`config.mk`:
```
export PLATFORM = sky130hd
export DESIGN_NAME = onehot_sequencer_flat
export DESIGN_NICKNAME = d
export VERILOG_FILES = /design/src/rtl/onehot_sequencer_if.sv /design/src/rtl/onehot_sequencer.sv /design/src/flat_wrapper.sv
export SDC_FILE = /design/constraint.sdc
export NUM_CORES = 1
export LEC_CHECK = 0
export BUFFER_PORTS_ARGS = -buffer_cell sky130_fd_sc_hd__buf_2
export CELL_PAD_IN_SITES_DETAIL_PLACEMENT = 1
export CELL_PAD_IN_SITES_GLOBAL_PLACEMENT = 2
export CORE_MARGIN = 8
export CORE_UTILIZATION = 38
export CTS_BUF_LIST = sky130_fd_sc_hd__clkbuf_8
export CTS_CLUSTER_SIZE = 8
export DETAILED_ROUTE_END_ITERATION = 8
export PLACE_DENSITY = 0.88
export SLEW_MARGIN = 20
export SYNTH_ARGS = -nofsm -noshare
export SYNTH_HDL_FRONTEND = slang
export SYNTH_SLANG_ARGS = --single-unit
```
`constraint.sdc`:
```
create_clock -name clk -period 3.7 [get_ports clk]
set_input_delay 0.37 -clock clk [delete_from_list [all_inputs] [get_ports clk]]
set_output_delay 0.37 -clock clk [all_outputs]
set_load 0.05 [all_outputs]
```
`src/rtl/onehot_sequencer_if.sv`:
```
// Load channel for onehot_sequencer: valid/ready handshake carrying the
// start index, sequencing mode and step period.
interface onehot_sequencer_if #(
    parameter int unsigned SEL_W = 3,
    parameter int unsigned DIV_W = 8
);
    logic             in_valid;
    logic             in_ready;
    logic [SEL_W-1:0] sel;
    logic [1:0]       mode;
    logic [DIV_W-1:0] step_div;

    modport master (
        output in_valid,
        output sel,
        output mode,
        output step_div,
        input  in_ready
    );

    modport slave (
        input  in_valid,
        input  sel,
        input  mode,
        input  step_div,
        output in_ready
    );
endinterface

```
`src/rtl/onehot_sequencer.sv`:
```
// Registered binary-to-one-hot decoder with hold, scan (up/down, wrapping)
// and one-shot sweep modes. Loads arrive on a valid/ready channel; a
// prescaler sets how many cycles each index is held while sequencing.
module onehot_sequencer #(
    parameter int unsigned SEL_W = 3,
    parameter int unsigned DIV_W = 8
) (
    input  logic                  clk,
    input  logic                  rst_n,
    input  logic                  en,
    onehot_sequencer_if.slave     ld,
    output logic [2**SEL_W-1:0]   out,
    output logic [SEL_W-1:0]      idx,
    output logic                  busy,
    output logic                  wrap,
    output logic                  done
);

    localparam int unsigned OUT_W = 2**SEL_W;
    localparam logic [OUT_W-1:0] OUT_ONE = OUT_W'(1);
    localparam logic [SEL_W-1:0] IDX_ONE = SEL_W'(1);
    localparam logic [DIV_W-1:0] DIV_ONE = DIV_W'(1);

    typedef enum logic [1:0] {
        IDLE,
        HOLD,
        SCAN,
        SWEEP
    } state_e;

    typedef enum logic [1:0] {
        M_DECODE    = 2'b00,
        M_SCAN_UP   = 2'b01,
        M_SCAN_DOWN = 2'b10,
        M_ONESHOT   = 2'b11
    } mode_e;

    state_e           state;
    mode_e            mode_in;
    logic             scan_down;
    logic [DIV_W-1:0] presc;
    logic [DIV_W-1:0] div_q;
    logic             accept;
    logic             expiry;
    logic             wraps;
    logic [SEL_W-1:0] idx_nxt;

    assign ld.in_ready = en && (state != SWEEP);
    assign busy        = (state != IDLE);

    // Handshake, step expiry and next-index decode.
    always_comb begin
        mode_in = mode_e'(ld.mode);
        accept  = ld.in_valid && ld.in_ready;
        expiry  = (presc == div_q);
        idx_nxt = scan_down ? (idx - IDX_ONE) : (idx + IDX_ONE);
        wraps   = scan_down ? (idx == '0) : (idx == '1);
    end

    // Sequencer state, prescaler and registered outputs.
    always_ff @(posedge clk or negedge rst_n) begin
        if (!rst_n) begin
            state     <= IDLE;
            out       <= '0;
            idx       <= '0;
            presc     <= '0;
            div_q     <= '0;
            scan_down <= 1'b0;
            wrap      <= 1'b0;
            done      <= 1'b0;
        end else if (!en) begin
            state <= IDLE;
            out   <= '0;
            idx   <= '0;
            presc <= '0;
            wrap  <= 1'b0;
            done  <= 1'b0;
        end else begin
            wrap <= 1'b0;
            done <= 1'b0;
            if (accept) begin
                // A load overrides any expiry in the same cycle, so no pulse is raised.
                idx       <= ld.sel;
                out       <= OUT_ONE << ld.sel;
                presc     <= '0;
                div_q     <= ld.step_div;
                scan_down <= (mode_in == M_SCAN_DOWN);
                case (mode_in)
                    M_DECODE:    state <= HOLD;
                    M_SCAN_UP:   state <= SCAN;
                    M_SCAN_DOWN: state <= SCAN;
                    default:     state <= SWEEP;
                endcase
            end else begin
                case (state)
                    SCAN: begin
                        if (expiry) begin
                            presc <= '0;
                            idx   <= idx_nxt;
                            out   <= OUT_ONE << idx_nxt;
                            wrap  <= wraps;
                        end else begin
                            presc <= presc + DIV_ONE;
                        end
                    end
                    SWEEP: begin
                        if (expiry) begin
                            presc <= '0;
                            if (idx == '1) begin
                                out   <= '0;
                                idx   <= '0;
                                done  <= 1'b1;
                                state <= IDLE;
                            end else begin
                                idx <= idx_nxt;
                                out <= OUT_ONE << idx_nxt;
                            end
                        end else begin
                            presc <= presc + DIV_ONE;
                        end
                    end
                    default: ;
                endcase
            end
        end
    end

endmodule

```
`src/flat_wrapper.sv`:
```
// flat-port wrapper written by rule: the top's interface ports become plain ports
module onehot_sequencer_flat 
#(
    parameter int unsigned SEL_W = 3,
    parameter int unsigned DIV_W = 8
)
  (clk, rst_n, en, out, idx, busy, wrap, done, ld_in_valid, ld_sel, ld_mode, ld_step_div, ld_in_ready);
  onehot_sequencer_if #(.SEL_W(SEL_W), .DIV_W(DIV_W)) ld_i ();
  input  logic clk;
  input  logic rst_n;
  input  logic en;
  output logic [2**SEL_W-1:0] out;
  output logic [SEL_W-1:0] idx;
  output logic busy;
  output logic wrap;
  output logic done;
  input wire logic [$bits(ld_i.in_valid)-1:0] ld_in_valid;
  input wire logic [$bits(ld_i.sel)-1:0] ld_sel;
  input wire logic [$bits(ld_i.mode)-1:0] ld_mode;
  input wire logic [$bits(ld_i.step_div)-1:0] ld_step_div;
  output wire logic [$bits(ld_i.in_ready)-1:0] ld_in_ready;
  assign ld_i.in_valid = ld_in_valid;
  assign ld_i.sel = ld_sel;
  assign ld_i.mode = ld_mode;
  assign ld_i.step_div = ld_step_div;
  assign ld_in_ready = ld_i.in_ready;
  onehot_sequencer #(.SEL_W(SEL_W), .DIV_W(DIV_W)) u_core (.clk(clk), .rst_n(rst_n), .en(en), .ld(ld_i), .out(out), .idx(idx), .busy(busy), .wrap(wrap), .done(done));
endmodule
```
==> results of run 1 <==
routing by layer:
| layer | GRT usage, % | part of all wire [%] |
|---|---|---|
| met1 | 15.3 | 46 |
| met2 | 21.8 | 48 |
| met3 | 5.02 | 5.3 |
| met4 | 3.40 | 0.92 |
| met5 | 0 | 0 |
state kept, by name, summed over array words and instances, names as in the netlist:
name              cells
u_core.idx            3
u_core.scan_down      1
u_core.div_q          8
u_core.presc          8
u_core.state          2
u_core.out            8
u_core.wrap           1
u_core.done           1
cell type report:
cell class,instances,area (sq um)
fill,566,2550
multi-input combinational,148,953
sequential,32,801
timing repair buffer,32,163
clock buffer,5,68.8
tap,54,67.6
clock inverter,3,38.8
inverter,5,18.8
power by group through the flow:
stage	clock network [mW]	registers (mW)	logic [mW]
after floorplan	0	0.473	0.145
after global placement	0	0.421	0.268
after detailed placement	0	0.423	0.273
after CTS	0.342	0.416	0.275
after global routing	0.358	0.423	0.298
final	0.334	0.416	0.271
worst max-delay path: stages, from the launching register on:
cell	delay, ns
dfrtp_1	0.44
nand2_2	0.12
nand3_1	0.53
or4b_1	0.66
o21ai_0	0.09
a22o_1	0.14
path summary, 6_finish.rpt:
check,end,cells past startpoint
max,u_core.out[1],5
min,u_core.wrap,1
max reg2reg,u_core.out[1],5
min reg2reg,u_core.out[5],1
max in group asynchronous,u_core.idx[2],1
min in group clk,u_core.div_q[6],3
layout by cell type (no fill, tap or decap), types with 4 or more instances in the layout:
cell	instances
nand2_1	41
a22o_1	8
nor2_1	8
xnor2_1	12
dfrtp_1	32
inv_1	6
buf_2	31
clkbuf_8	5
a21o_1	4
o21ai_0	13
a21oi_1	4
ha_1	8
nand3_1	11
Yosys cell counts (all sizes together) (5+ instances only):
master | n | area [sq um]
ha | 8 | 100
o21ai | 13 | 65.1
clkbuf | 5 | 18.8
nand2 | 42 | 160
xnor2 | 12 | 105
dfrtp | 32 | 801
inv | 5 | 18.8
a22o | 8 | 70.1
nor2 | 8 | 30.0
nand3 | 11 | 55.1
stage by stage:
| stage | area [sq um] | utilization [%] | setup WS [ns] | instances |
|---|---|---|---|---|
| final | 2110 | 45.3 | 1.66 | 279 |
| after global routing | 2110 | 45.3 | 1.45 | 279 |
| after CTS | 2110 | 45.3 | 1.59 | 279 |
| after detailed placement | 2000 | 43.0 | 1.56 | 271 |
| after global placement | 2000 | 43.0 | 1.65 | 271 |
| after floorplan | 1820 | - | 1.82 | 194 |
cell families (layout without fill, tap and decap cells):
logic type	after synthesis	after routing
compound gates	36	36
xor+xnor	14	14
fa+ha+maj	9	9
buf+inv	14	45
flops	32	32
mux	2	2
simple gates	87	87
==> impl_metrics.ini, run 1 <==
[grt]
grt_util_all_layers_pct = 13.1
grt_max_degree = 33
antenna_found_initial = 0
grt_pass1_wl_microns = 7570
grt_pass1_vias = 1614
overflow = 0

[clock_network]
cts_tree = done
post_cts_buffers = 0
cts_resized = 0
cts_htree_levels = 2
cts_hold_buffers = 0
cts_buffers = 5
root_buffer = clkbuf_8
cts.reportedPaths.clkPinSlew_ns = 0.07
clk_path_buf_depth = 2
clock_sinks = 32
clock_latency_ns = 0.29

[floorplan]
start_util_pct = 39.1
die_h_microns = 85.2
pin_count = 32
die-area_sq_um = 7260
num_rows = 25
core_area_sq_um = 4660
die_width_microns = 85.2

[power_and_ir_drop]
cell_internal_pwr_mw = 0.670
clkPwrFrac_pct = 32.8
p_switching_mw = 0.350
p_sw_share_pct = 34.3
max-vdd-ir-drop_uv = 224
power_mw = 1.02
powerDensity_nw_per_um2 = 483
pwr-share-comb_pct = 26.5
p_leak_nw = 1.05
p_seq_share_pct = 40.7

[setup_path]
crit_start = u_core.state[1]
cp.required_ns = 3.93
cp-start-kind = flip-flop
r2r-start = u_core.state[1]
endpoint_kind = flip-flop
r2r_setup_slack_ns = 1.66
critPathKind = reg2reg
crit_fanout = 19
cp.arrival_ns = 2.27

[detailed_routing]
wl_per_cell_microns = 15.6
first_iter_violations = 60
drc_errors = 0
dr.pass1.iters = 4
num_vias = 1526
wl_microns = 4360
vias_per_cell = 5.47
ant_nets = 0

[synthesis]
syn_avg_cell_area_sq_um = 9.38
synth.area.mux_share_pct = 1.65
synth-xor-area-share_pct = 6.74
synthesis.nets = 220
syn_area_sq_um = 1820
synth_top_family_by_area = simple AND/OR/NAND/NOR gates
synthSimpleGateAreaFrac_pct = 23.6
ys_warn_count = 0
postSynthCellCount = 194
ys_ff_latch = 32
ys_async_sr_fraction_pct = 100
yosysSeqAreaShare_pct = 44.0
synth_compound_area_share_pct = 13.8
synth_ff_type = dfrtp_1
synth.distinct_cells = 40
synth_adder_area_share_pct = 6.60
synth-edff-count = 0

[run]
cap_violations = 0

[sta]
hold_viol_final = 0
setup_viol = 0
rsz0062_at_grt = no
fin_crit_ns = 2.04
max_slew_margin_pct = 50.7
fin_tns_setup_ns = 0
tightestPinTransition_ns = 0.738
whs_ns = 0.122
drv_slew = 0
finalCritPeriodShare_pct = 55.2
finClkSkew_ns = 0.00220
timing.fmax_mhz = 489

[run_status]
status = finished clean

[placement]
hpwl_microns = 3200
gp_congestion = 0.708
port_buffers = 31

[cells_and_area]
area_delta_synth_final_pct = 15.9
nets = 250
drive_gt1_share_pct = 20.0
antenna-diode-count = 0

[worst_hold_path]
hold_class = in2async
Note: power is estimated with default switching activity, not from simulation.
==> run 2, diff against run 1 <==
ABC_AREA = 1   (was default)
CORE_UTILIZATION = 33   (was 38)
PLACE_DENSITY = 0.83   (was 0.88)
clock period = 2 ns   (was 3.7 ns; I/O delays follow)
==> run 2 against run 1 <==
  * The flow now finishes with violations (negative hold slack)
  * Clock-buffer cell count did not move
  * Utilization fell by 6.0 points
  * Cell area rose by 8.4%
  * Cell count rose by 37%
  * Largest power group unchanged
  * Highest routed layer unchanged
==> impl_metrics.ini, run 2 <==
[grt]
grt_util_all_layers_pct = 13.5
grt_max_degree = 33
grt_pass1_wl_microns = 9320
antenna_found_initial = 0
overflow = 0
grt_pass1_vias = 1938

[clock_network]
root_buffer = clkbuf_8
clock_sinks = 32
cts_resized = 0
cts.reportedPaths.clkPinSlew_ns = 0.07
clock_latency_ns = 0.29
clk_path_buf_depth = 2
post_cts_buffers = 0
cts_buffers = 5
cts_hold_buffers = 0
cts_htree_levels = 2
cts_tree = done

[detailed_routing]
first_iter_violations = 43
ant_nets = 0
vias_per_cell = 4.69
wl_per_cell_microns = 13.8
dr.pass1.iters = 4
drc_errors = 0
wl_microns = 5260
num_vias = 1791

[cells_and_area]
nets = 333
top_regs = u_core.div_q x8, u_core.out x8, u_core.presc x8
final_cell_mix = 96 x nand2_1, 37 x inv_1, 32 x dfrtp_1
area_delta_synth_final_pct = 17.2
layout_commonest_cell = nand2_1
post-route-util_pct = 39.3
drive_gt1_share_pct = 16.0
antenna-diode-count = 0

[setup_path]
endpoint_kind = flip-flop
cp.required_ns = 2.18
cpMostUsedCell = nand2_1
crit_fanout = 6
cp.arrival_ns = 1.90
max_stage_delay_ns = 0.45
cp-start-kind = flip-flop
crit_chain = fa_1 -> nand3b_1 -> nand2_1 -> nand2_1 -> nand2_1 -> nor2_1 -> nand3_1 -> nand2_1
critPathKind = reg2reg
cpLargestDelayFamily = simple AND/OR/NAND/NOR gates
slowest_stage = dfrtp_1
worst-path-buf-inv = 0

[floorplan]
num_rows = 28
die_width_microns = 92.9
die_h_microns = 92.9
pin_count = 32
start_util_pct = 33.6
die-area_sq_um = 8630
core_area_sq_um = 5820

[synthesis]
synth_top_cell_area_share_pct = 41.0
synth_most_common_cell = nand2_1
ys_ff_latch = 32
syn_avg_cell_area_sq_um = 7.26
synth-edff-count = 0
synth_ff_type = dfrtp_1
synth_commonest_cells = 96 x nand2_1, 36 x inv_1, 32 x dfrtp_1, 23 x nand3_1, 23 x nor2_1
synth.distinct_cells = 27
postSynthCellCount = 269
ys_async_sr_fraction_pct = 100
ys_top_cells_by_area = dfrtp_1 41%, nand2_1 18%, inv_1 6.9%
syn_area_sq_um = 1950
yosysSeqAreaShare_pct = 41.0
ys_warn_count = 0
synthesis.nets = 295
synth_top_area_cell = dfrtp_1

[placement]
gp_congestion = 0.794
hpwl_microns = 3980
port_buffers = 31

[sta]
tightestPinTransition_ns = 0.760
whs_ns = -0.0168
rsz0062_at_grt = no
setup_viol = 0
hold_viol_final = 32
max_slew_margin_pct = 49.3
fin_crit_ns = 1.71
drv_slew = 0
finalCritPeriodShare_pct = 85.7
timing.fmax_mhz = 583
finClkSkew_ns = 0.00444
fin_tns_setup_ns = 0

[worst_hold_path]
hold_class = in2async

[power_and_ir_drop]
max-vdd-ir-drop_uv = 402
p_leak_nw = 1.28
powerDensity_nw_per_um2 = 799

[run_status]
violations = negative hold slack
status = complete, but fails checks

[run]
cap_violations = 0
## run 2: where the power goes
group | leakage [nW] | internal, mW | switching, mW
combinational | 0.812 | 0.175 | 0.411
sequential | 0.425 | 0.709 | 0.0527
clock | 0.0452 | 0.231 | 0.249
total | 1.28 | 1.12 | 0.713
## run 2: layout make-up
cell class | instances | area [sq um]
fillers | 796 | 3530
clock buffers | 5 | 68.8
well taps | 75 | 93.8
repair buffers | 38 | 208
multi-input cells | 193 | 968
flip-flops and latches | 32 | 801
inverters | 37 | 139
clock inverters | 2 | 8.76
## run 2: through the flow
stage	setup slack, ns	cells	total power, mW	cell area, sq um
global placement	0.294	375	1.36	2210
CTS	0.258	382	1.86	2290
detailed placement	0.270	375	1.37	2210
global route	0.0926	382	1.96	2290
floorplan	0.159	269	1.19	1950
finish	0.285	382	1.83	2290
## run 2: cell families (layout without fill, tap and decap cells)
logic type	Yosys count	count (layout)	share of synthesized area, %
mux	1	1	0.513
simple gates	160	160	35.1
xor+xnor	8	8	3.59
flops	32	32	41.0
compound gates	15	15	4.23
buf+inv	44	82	9.36
fa+ha+maj	9	9	6.15
## run 2: path summary, 6_finish.rpt
path | startpoint | to | slack [ns] | depth (start not counted)
max | u_core.idx[1] | u_core.out[5] | 0.29 | 8
min | rst_n | u_core.div_q[0] | -0.02 | 1
max reg2reg | u_core.idx[1] | u_core.out[5] | 0.29 | 8
min reg2reg | u_core.out[0] | u_core.out[0] | 0.47 | 2
max in group asynchronous | rst_n | u_core.div_q[7] | 1.54 | 1
min in group clk | ld_step_div[3] | u_core.div_q[3] | 0.11 | 3
## run 2: per-layer routing
layer	part of all wire (%)	GRT usage [%]	vias up
met3	3.4	3.56	7
li1	-	-	911
met2	51	24.3	19
met5	0	0	-
met1	44	15.2	854
met4	1.2	4.03	0
